===== src/rtl/pipe_issue_if.sv =====
// ---------------------------------------------------------------------------
// pipe_issue_if
//   Handshake and instruction bus between a producer, the issue controller,
//   and the 3-stage ALU pipeline.
//
//   in_instr  : instruction from the producer
//   in_valid  : in_instr is valid
//   in_ready  : controller FIFO can accept an instruction
//   hold      : freeze issue; bubbles are issued while high
//   out_instr : instruction to the pipeline InstrIn (0 on a bubble)
//   out_we    : pipeline WriteEnable for out_instr (0 = bubble)
//
//   master : producer / pipeline side (testbench)
//   slave  : issue controller side
// ---------------------------------------------------------------------------
interface pipe_issue_if;
  logic [31:0] in_instr;
  logic        in_valid;
  logic        in_ready;
  logic        hold;
  logic [31:0] out_instr;
  logic        out_we;

  modport master (
    output in_instr, in_valid, hold,
    input  in_ready, out_instr, out_we
  );

  modport slave (
    input  in_instr, in_valid, hold,
    output in_ready, out_instr, out_we
  );
endinterface


===== src/rtl/pipe_issue_ctrl.sv =====
// ---------------------------------------------------------------------------
// pipe_issue_ctrl
//   Issue controller for a 3-stage ALU pipeline without forwarding.
//   Instructions are buffered in a DEPTH-entry FIFO and issued in order, one
//   per cycle. A scoreboard of recently issued write-selects holds back the
//   FIFO head (issuing bubbles) until its source registers have been written.
//
//   clk        : clock
//   rst        : synchronous active-high reset
//   bus        : pipe_issue_if.slave (in_instr/in_valid/in_ready/hold/
//                out_instr/out_we)
//   state      : 0=IDLE, 1=ISSUE, 2=STALL (registered)
//   fifo_count : FIFO occupancy
//   stall_cnt  : cycles lost to hazards, saturating
//   issue_cnt  : instructions issued, wrapping
// ---------------------------------------------------------------------------
module pipe_issue_ctrl #(
  parameter int DEPTH     = 4,
  parameter int HAZ_DEPTH = 3,
  parameter int WS_LSB    = 23,
  parameter int RS1_LSB   = 18,
  parameter int RS2_LSB   = 13,
  parameter int SRC_BIT   = 28
) (
  input  logic                     clk,
  input  logic                     rst,
  pipe_issue_if.slave              bus,
  output logic [1:0]               state,
  output logic [$clog2(DEPTH):0]   fifo_count,
  output logic [15:0]              stall_cnt,
  output logic [15:0]              issue_cnt
);

  localparam int AW = $clog2(DEPTH);
  localparam int CW = AW + 1;

  typedef enum logic [1:0] {
    ST_IDLE  = 2'd0,
    ST_ISSUE = 2'd1,
    ST_STALL = 2'd2
  } state_t;

  // FIFO storage and pointers
  logic [31:0]   mem [DEPTH];
  logic [AW-1:0] wr_ptr;
  logic [AW-1:0] rd_ptr;
  logic [CW-1:0] count;

  // Scoreboard: entry 0 is the most recent issue slot
  logic [HAZ_DEPTH-1:0] sb_valid;
  logic [4:0]           sb_ws [HAZ_DEPTH];

  // Registered pipeline-facing outputs
  logic [31:0] out_instr_q;
  logic        out_we_q;

  state_t state_q;
  state_t state_d;

  logic [31:0] head;
  logic [4:0]  head_ws;
  logic [4:0]  head_rs1;
  logic [4:0]  head_rs2;
  logic        head_imm;
  logic        not_empty;
  logic        push;
  logic        issue;
  logic        hazard;
  logic        stall_event;
  logic        sb_busy_next;

  assign head      = mem[rd_ptr];
  assign head_ws   = head[WS_LSB  +: 5];
  assign head_rs1  = head[RS1_LSB +: 5];
  assign head_rs2  = head[RS2_LSB +: 5];
  assign head_imm  = head[SRC_BIT];
  assign not_empty = (count != '0);

  // A full FIFO refuses a push even when the head pops this cycle.
  assign bus.in_ready = (count < CW'(DEPTH));
  assign push         = bus.in_valid && bus.in_ready;

  // The oldest scoreboard slot writes the regfile during the cycle its
  // successor is read, so it no longer blocks the head; it is kept only so
  // the state reports STALL until that write has completed.
  always_comb begin
    hazard = 1'b0;
    for (int i = 0; i < HAZ_DEPTH - 1; i++) begin
      if (sb_valid[i] && (sb_ws[i] == head_rs1))
        hazard = 1'b1;
      if (!head_imm && sb_valid[i] && (sb_ws[i] == head_rs2))
        hazard = 1'b1;
    end
  end

  assign issue       = not_empty && !bus.hold && !hazard;
  assign stall_event = not_empty && !bus.hold && hazard;

  // Scoreboard occupancy as it will be after this edge's shift, ignoring the
  // incoming slot (which only matters when issuing, and then state is ISSUE).
  always_comb begin
    sb_busy_next = 1'b0;
    for (int i = 0; i < HAZ_DEPTH - 1; i++)
      sb_busy_next = sb_busy_next | sb_valid[i];
  end

  // NOTE: storage carries no reset; only pointers and count define which
  // entries are live, so clearing the array would be wasted logic.
  always_ff @(posedge clk) begin
    if (push)
      mem[wr_ptr] <= bus.in_instr;
  end

  // NOTE: every sequential assignment uses <= so all registers update from
  // the same pre-edge values, independent of statement order.
  always_ff @(posedge clk) begin
    if (rst) begin
      wr_ptr      <= '0;
      rd_ptr      <= '0;
      count       <= '0;
      sb_valid    <= '0;
      for (int i = 0; i < HAZ_DEPTH; i++)
        sb_ws[i] <= '0;
      out_instr_q <= '0;
      out_we_q    <= 1'b0;
      stall_cnt   <= '0;
      issue_cnt   <= '0;
    end else begin
      if (push)
        wr_ptr <= wr_ptr + AW'(1);
      if (issue)
        rd_ptr <= rd_ptr + AW'(1);

      case ({push, issue})
        2'b10:   count <= count + CW'(1);
        2'b01:   count <= count - CW'(1);
        default: count <= count;
      endcase

      for (int i = HAZ_DEPTH - 1; i > 0; i--) begin
        sb_valid[i] <= sb_valid[i-1];
        sb_ws[i]    <= sb_ws[i-1];
      end
      sb_valid[0] <= issue;
      sb_ws[0]    <= issue ? head_ws : 5'd0;

      if (issue) begin
        out_instr_q <= head;
        out_we_q    <= 1'b1;
        issue_cnt   <= issue_cnt + 16'd1;
      end else begin
        out_instr_q <= '0;
        out_we_q    <= 1'b0;
      end

      if (stall_event && (stall_cnt != 16'hFFFF))
        stall_cnt <= stall_cnt + 16'd1;
    end
  end

  // State register
  always_ff @(posedge clk) begin
    if (rst)
      state_q <= ST_IDLE;
    else
      state_q <= state_d;
  end

  // Next state is a pure function of this cycle's conditions; no memory.
  // NOTE: the default assignment first keeps this block free of latches.
  always_comb begin
    state_d = ST_IDLE;
    if (issue)
      state_d = ST_ISSUE;
    else if (not_empty || sb_busy_next)
      state_d = ST_STALL;
  end

  assign bus.out_instr = out_instr_q;
  assign bus.out_we    = out_we_q;
  assign state         = state_q;
  assign fifo_count    = count;

endmodule


===== src/flat_wrapper.sv =====
// flat-port wrapper written by rule: the top's interface ports become plain ports
module pipe_issue_ctrl_flat 
#(
  parameter int DEPTH     = 4,
  parameter int HAZ_DEPTH = 3,
  parameter int WS_LSB    = 23,
  parameter int RS1_LSB   = 18,
  parameter int RS2_LSB   = 13,
  parameter int SRC_BIT   = 28
)
  (clk, rst, state, fifo_count, stall_cnt, issue_cnt, bus_in_instr, bus_in_valid, bus_hold, bus_in_ready, bus_out_instr, bus_out_we);
  pipe_issue_if bus_i ();
  input  logic clk;
  input  logic rst;
  output logic [1:0] state;
  output logic [$clog2(DEPTH):0] fifo_count;
  output logic [15:0] stall_cnt;
  output logic [15:0] issue_cnt;
  input wire logic [$bits(bus_i.in_instr)-1:0] bus_in_instr;
  input wire logic [$bits(bus_i.in_valid)-1:0] bus_in_valid;
  input wire logic [$bits(bus_i.hold)-1:0] bus_hold;
  output wire logic [$bits(bus_i.in_ready)-1:0] bus_in_ready;
  output wire logic [$bits(bus_i.out_instr)-1:0] bus_out_instr;
  output wire logic [$bits(bus_i.out_we)-1:0] bus_out_we;
  assign bus_i.in_instr = bus_in_instr;
  assign bus_i.in_valid = bus_in_valid;
  assign bus_i.hold = bus_hold;
  assign bus_in_ready = bus_i.in_ready;
  assign bus_out_instr = bus_i.out_instr;
  assign bus_out_we = bus_i.out_we;
  pipe_issue_ctrl #(.DEPTH(DEPTH), .HAZ_DEPTH(HAZ_DEPTH), .WS_LSB(WS_LSB), .RS1_LSB(RS1_LSB), .RS2_LSB(RS2_LSB), .SRC_BIT(SRC_BIT)) u_core (.clk(clk), .rst(rst), .bus(bus_i), .state(state), .fifo_count(fifo_count), .stall_cnt(stall_cnt), .issue_cnt(issue_cnt));
endmodule

===== config.mk =====
export PLATFORM = sky130hd
export DESIGN_NAME = pipe_issue_ctrl_flat
export DESIGN_NICKNAME = d
export VERILOG_FILES = /design/src/rtl/pipe_issue_if.sv /design/src/rtl/pipe_issue_ctrl.sv /design/src/flat_wrapper.sv
export SDC_FILE = /design/constraint.sdc
export NUM_CORES = 1
export LEC_CHECK = 0
export CAP_MARGIN = 40
export CORE_UTILIZATION = 30
export DETAILED_ROUTE_END_ITERATION = 12
export HOLD_SLACK_MARGIN = 0.03
export PLACE_DENSITY_LB_ADDON = 0.08
export SYNTH_ARGS = -nofsm -noshare
export SYNTH_HDL_FRONTEND = slang
export SYNTH_SLANG_ARGS = --single-unit

===== constraint.sdc =====
create_clock -name clk -period 3.29 [get_ports clk]
set_input_delay 0.658 -clock clk [delete_from_list [all_inputs] [get_ports clk]]
set_output_delay 0.658 -clock clk [all_outputs]
set_load 0.02 [all_outputs]

== After elaboration in Yosys (flattened, before gate mapping) ==
Memory sizes are Yosys's and may differ from the RTL's. A register that Yosys moved wholly into a read port is not among the register bits.
Cells that the tools add are included.

* Order comparisons: 1
* Mux-type cells: 19
* Add/subtract/negate cells: 6
* Bitwise logic cells: 5
* Eq/ne operators: 7
* Reductions and logical operators: 19

{| class="wikitable"
|+ Operator list
! cell !! number
|-
| 16-bit by 1-bit adder with 16-bit output, second input constant || 2
|-
| 5-bit equality test || 4
|-
| 5-bit two-way mux || 4
|-
| 16-bit != test, second input constant || 1
|-
| 1-bit logical AND || 11
|-
| 1-bit two-way mux || 11
|-
| 2-bit two-way mux || 3
|-
| 3-bit one-hot mux with 2 select lines || 1
|-
| 2-bit by 1-bit adder with 2-bit output, second input constant || 2
|-
| 1-bit OR || 4
|-
| 2-bit OR reduction || 2
|-
| 3-bit by 1-bit adder with 3-bit output, second input constant || 1
|-
| 1-bit logical NOT || 3
|-
| 3-bit less-than comparator, second input constant || 1
|-
| 3-bit nonzero test || 1
|-
| 3-bit by 1-bit subtractor with 3-bit output, second input constant || 1
|-
| 2-bit by 1-bit equality test with 1-bit output, second input constant || 1
|-
| 2-bit equality test, second input constant || 1
|-
| 2-bit nonzero test || 1
|-
| 1-bit logical OR || 1
|-
| 1-bit inverter || 1
|}

* Memory bits (writable): 143
* Flip-flop bits (word level): 76
* Output and inout port bits: 71
* Memories: 2
* Bits of input ports: 36
* Logic and storage cells: 69

{| class="wikitable"
|+ Memory list
! name !! words !! bits a word !! read ports !! clocked after memory_dff !! wr ports !! line !! text
|-
| u_core.mem || 4 || 32 || 1 || 1 || 1 || pipe_issue_ctrl.sv:44 || <nowiki>logic [31:0] mem [DEPTH];</nowiki>
|-
| u_core.sb_ws || 3 || 5 || 2 || 0 || 3 || pipe_issue_ctrl.sv:51 || <nowiki>logic [4:0] sb_ws [HAZ_DEPTH];</nowiki>
|}

== Longest topological paths before layout ==
An unclocked memory read counts as a cell.

* Depth in word-level cells: 11
* Depth in mapped cells: 15
* Depth with buffers taken out: 12

== Worst setup path after synthesis ==
Ideal clock, no wire load.

* Path type: flip-flop to flip-flop
* From: register (tool-made name)
* To: register u_core.count[2] (netlist: u_core.fifo_count[2])
* Path buffers: 3
* Period minus slack after synthesis: 3.409 ns
* Setup time: 0.070 ns
* Setup slack: -0.119 ns
* Data arrival time: 3.339 ns
* Required time: 3.220 ns
* Stages on the path, launching flop included: 16
* Cell sequence: dfxtp_1 > buf_6 > buf_12 > mux4_2 > xnor2_1 > nand4_1 > o22ai_4 > or2_2 > clkbuf_1 > nor2_1 > ha_1 > inv_1 > fa_1 > xor2_1 > or3_1 > a21oi_1

{| class="wikitable"
|+ RTL lines
! item !! line !! text
|-
| end signal, assigned || pipe_issue_ctrl.sv:135 || <nowiki>2'b10: count <= count + CW'(1);</nowiki>
|-
| end signal, assigned || pipe_issue_ctrl.sv:136 || <nowiki>2'b01: count <= count - CW'(1);</nowiki>
|-
| end signal, assigned || pipe_issue_ctrl.sv:137 || <nowiki>default: count <= count;</nowiki>
|-
| end, declared || pipe_issue_ctrl.sv:47 || <nowiki>logic [CW-1:0] count;</nowiki>
|}

==> flow_metrics.env <==
export IMPL_n_antenna_cell=0
export IMPL_status="completed"
export IMPL_grt_overflow=0
export IMPL_synth_area_per_cell_um2=14.8
export IMPL_numCtsBuffers=24
export IMPL_synth_area_um2=8140
export IMPL_htreeDepth=1
export IMPL_clkSlewWorstSetupHoldPaths_ns=0.06
export IMPL_critPathKind="reg -> reg"
export IMPL_die_width_um=167
export IMPL_drc=0
export IMPL_finalCritPeriodShare_pct=94.3
export IMPL_grt_first_pass_wirelength_um=29000
export IMPL_io_pins=107
export IMPL_hold_path_class="reg -> reg"
export IMPL_power_density_nw_per_um2=706
export IMPL_endpoint_kind="register"
export IMPL_firstDrtPassIters=4
export IMPL_critical_path_arrival_ns=3.55
export IMPL_fin_nets=720
export IMPL_place_congestion=0.777
export IMPL_finalSetupTns_ns=0
export IMPL_max_stage_delay_ns=0.56
export IMPL_antenna_found_initial=0
export IMPL_dr_total_vias=4812
export IMPL_crit_buf_inv=2
export IMPL_synth_top_family_by_area="simple AND/OR/NAND/NOR gates"
export IMPL_grt_pass1_vias=5107
export IMPL_core_um2=26400
export IMPL_drv_cap=0
export IMPL_fin_cells=1029
export IMPL_yosysSeqAreaShare_pct=67.2
export IMPL_wl_met1_um=7930
export IMPL_finClkSkew_ns=0.0118
export IMPL_ant_nets=0
export IMPL_setup_viol_count_final=0
export IMPL_rsz0062_at_grt="false"
export IMPL_relSlewSlack_pct=52.7
export IMPL_hold_viol=0
export IMPL_yosys_mux_area_fraction_pct=10.4
export IMPL_wl_met2_um=9300
export IMPL_synth_cell_types=44
export IMPL_tritoncts="done"
export IMPL_max_freq_mhz=322
export IMPL_ir_worst_vdd_mv=0.382
export IMPL_holdBufCountCts=0
export IMPL_maxUsedRoutingLayer="met4"
export IMPL_path_max_fanout=6
export IMPL_yosys_most_used_dff="edfxtp_1"
export IMPL_synthAdderAreaFrac_pct=1.32
export IMPL_start_kind="register"
export IMPL_insertion_delay_ns=0.51
export IMPL_preCtsSetupSlack_ns=0.0764
export IMPL_root_buffer="clkbuf_16"
export IMPL_synth_compound_area_share_pct=4.03
export IMPL_met3_length_um=778
export IMPL_critPathSlowestCell="mux4_2"
export IMPL_async_reset_ff_share_pct=0
export IMPL_avgRoutedWirePerCell_um=17.8
export IMPL_synthSimpleGateAreaFrac_pct=11.0
export IMPL_drive_above_1_share_pct=17.9
export IMPL_synth_edff_count=128
export IMPL_start_util_pct=30.9
export IMPL_rows=59
export IMPL_critPathRequiredTime_ns=3.73
export IMPL_maxSlewViolCount=0
export IMPL_wl_um=18400
export IMPL_synth_cells=550
export IMPL_min_period_ns=3.10
export IMPL_cp_top_family="simple AND/OR/NAND/NOR gates"
export IMPL_ys_ff_latch=209
export IMPL_synth_xor_area_share_pct=3.01
export IMPL_ys_warn_count=0
export IMPL_drt_iter0_drc=274
export IMPL_port_buffers=106
export IMPL_die_y_um=167
export IMPL_setup_slack_ns=0.188
export IMPL_die_area_um2=27800
export IMPL_vias_per_cell=4.68
export IMPL_tightest_slew_ns=0.708
export IMPL_synthToLayoutAreaGrowth_pct=28.4
export IMPL_grt_total_usage_pct=13.4
export IMPL_placed_cells=982
export IMPL_post_route_util_pct=39.7
export IMPL_synth_nets=594
export IMPL_cts_buffer_depth=3
export IMPL_path_cells="clkbuf_16 > mux4_2 > xnor2_1 > nand4_1 > o22ai_4 > or2_4 > nor2_4 > ha_4 > inv_1 > fa_1 > xor2_1 > or3_1 > a21oi_2"
export IMPL_design_area_um2=10500
export IMPL_dp_hpwl_um=11800
export IMPL_cts_sinks=209
export IMPL_p_leak_uw=0.00348
export IMPL_grt_max_degree=34
export IMPL_dpl_cell_area_um2=9670
-- kinds of logic after synthesis --
group / Yosys count
xor+xnor: 28
fa+ha+maj: 8
simple gates: 166
buf+inv: 52
flops: 209
mux: 43
compound gates: 44
-- placed cells by master, fill, tap and decap left out, types with 7 or more instances in the layout --
cell type,instances
edfxtp_1,128
clkdlybuf4s50_1,105
dfxtp_1,79
nor2b_1,42
nor2_1,38
mux4_2,32
xnor2_1,26
clkbuf_16,25
buf_4,23
nand3_1,20
inv_1,19
nand2_1,12
a21oi_1,12
mux2_2,11
nand4_1,8
and3_1,8
o21ai_0,7
-- layer usage --
layer  track usage, %  vias up
li1                 -     2283
met1             16.2     2412
met5                0        -
met2             24.1       95
met4             3.30        0
met3             3.07       22
-- stage by stage --
stage | power (µW) | hold WS [ns]
floorplan | 4340 | 0.461
global placement | 4940 | 0.472
detailed placement | 4950 | 0.493
CTS | 7480 | 0.502
global route | 7760 | 0.522
finish | 7380 | 0.496
-- power by group --
| group | internal, µW | switching (µW) | total (µW) |
|---|---|---|---|
| Combinational | 831 | 839 | 1670 |
| Clock | 1440 | 1020 | 2470 |
| Sequential | 3100 | 140 | 3240 |
| Total | 5370 | 2000 | 7380 |
-- cells in the mapped netlist (all sizes together) (2+ instances only) --
cell    count  area [µm²]
nor2       40         158
mux4       32         721
nand3      21         105
nand2      12        45.0
o311ai      2        17.5
xnor2      26         228
and2        6        37.5
o31ai       6        45.0
o22ai       2        40.0
o21ai       7        35.0
o41ai       2        17.5
a21oi      13        65.1
or2         4        25.0
o311a       4        40.0
nand4       8        50.1
clkbuf     19        71.3
nor4        6        37.5
or3         6        37.5
a31o        3        26.3
edfxtp    128        3840
buf        13         105
and3        8        50.1
nor2b      42         263
inv        19        71.3
or4         6        45.0
ha          7        87.6
mux2       11         124
dfxtp      81        1620
xor2        2        17.5
nor3        5        25.0
-- timing repair --
| action | 4_1_cts | 5_1_grt |
|---|---|---|
| resized for setup | 0 | 3 |
| endpoints found under the setup margin | 0 | 1 |
| setup buffers | 0 | 2 |
-- final timing paths --
check	start	endpoint	slack (ns)	cells after the start
min reg2reg	u_core.rd_ptr[0]	register	0.50	2
min	u_core.rd_ptr[0]	register	0.50	2
max	register	u_core.fifo_count[2]	0.19	13
max reg2reg	register	u_core.fifo_count[2]	0.19	13
-- worst min-delay path: cells and delay by family (launching register included) --
kind            cells  cell delay (ns)
flops               1             0.32
simple gates        1             0.07
compound gates      1             0.07
-- final cells by class --
class	instances	area, µm²
sequential	209	5470
inverter	20	75.1
fill	2450	15900
tap	335	419
clock inverter	13	98.8
clock buffer	31	637
multi-input combinational	289	2460
timing repair buffer	132	1290
-- flip-flops by register name, indices dropped and copies added (netlist names), named ones only --
signal and count:
u_core.stall_cnt 16, u_core.bus.out_instr 32, u_core.state 1, u_core.sb_ws 5, u_core.fifo_count 3, u_core.rd_ptr 2
u_core.mem 128, u_core.issue_cnt 16, u_core.wr_ptr 2, u_core.sb_valid 2
Note: power is estimated with default switching activity, not from simulation.
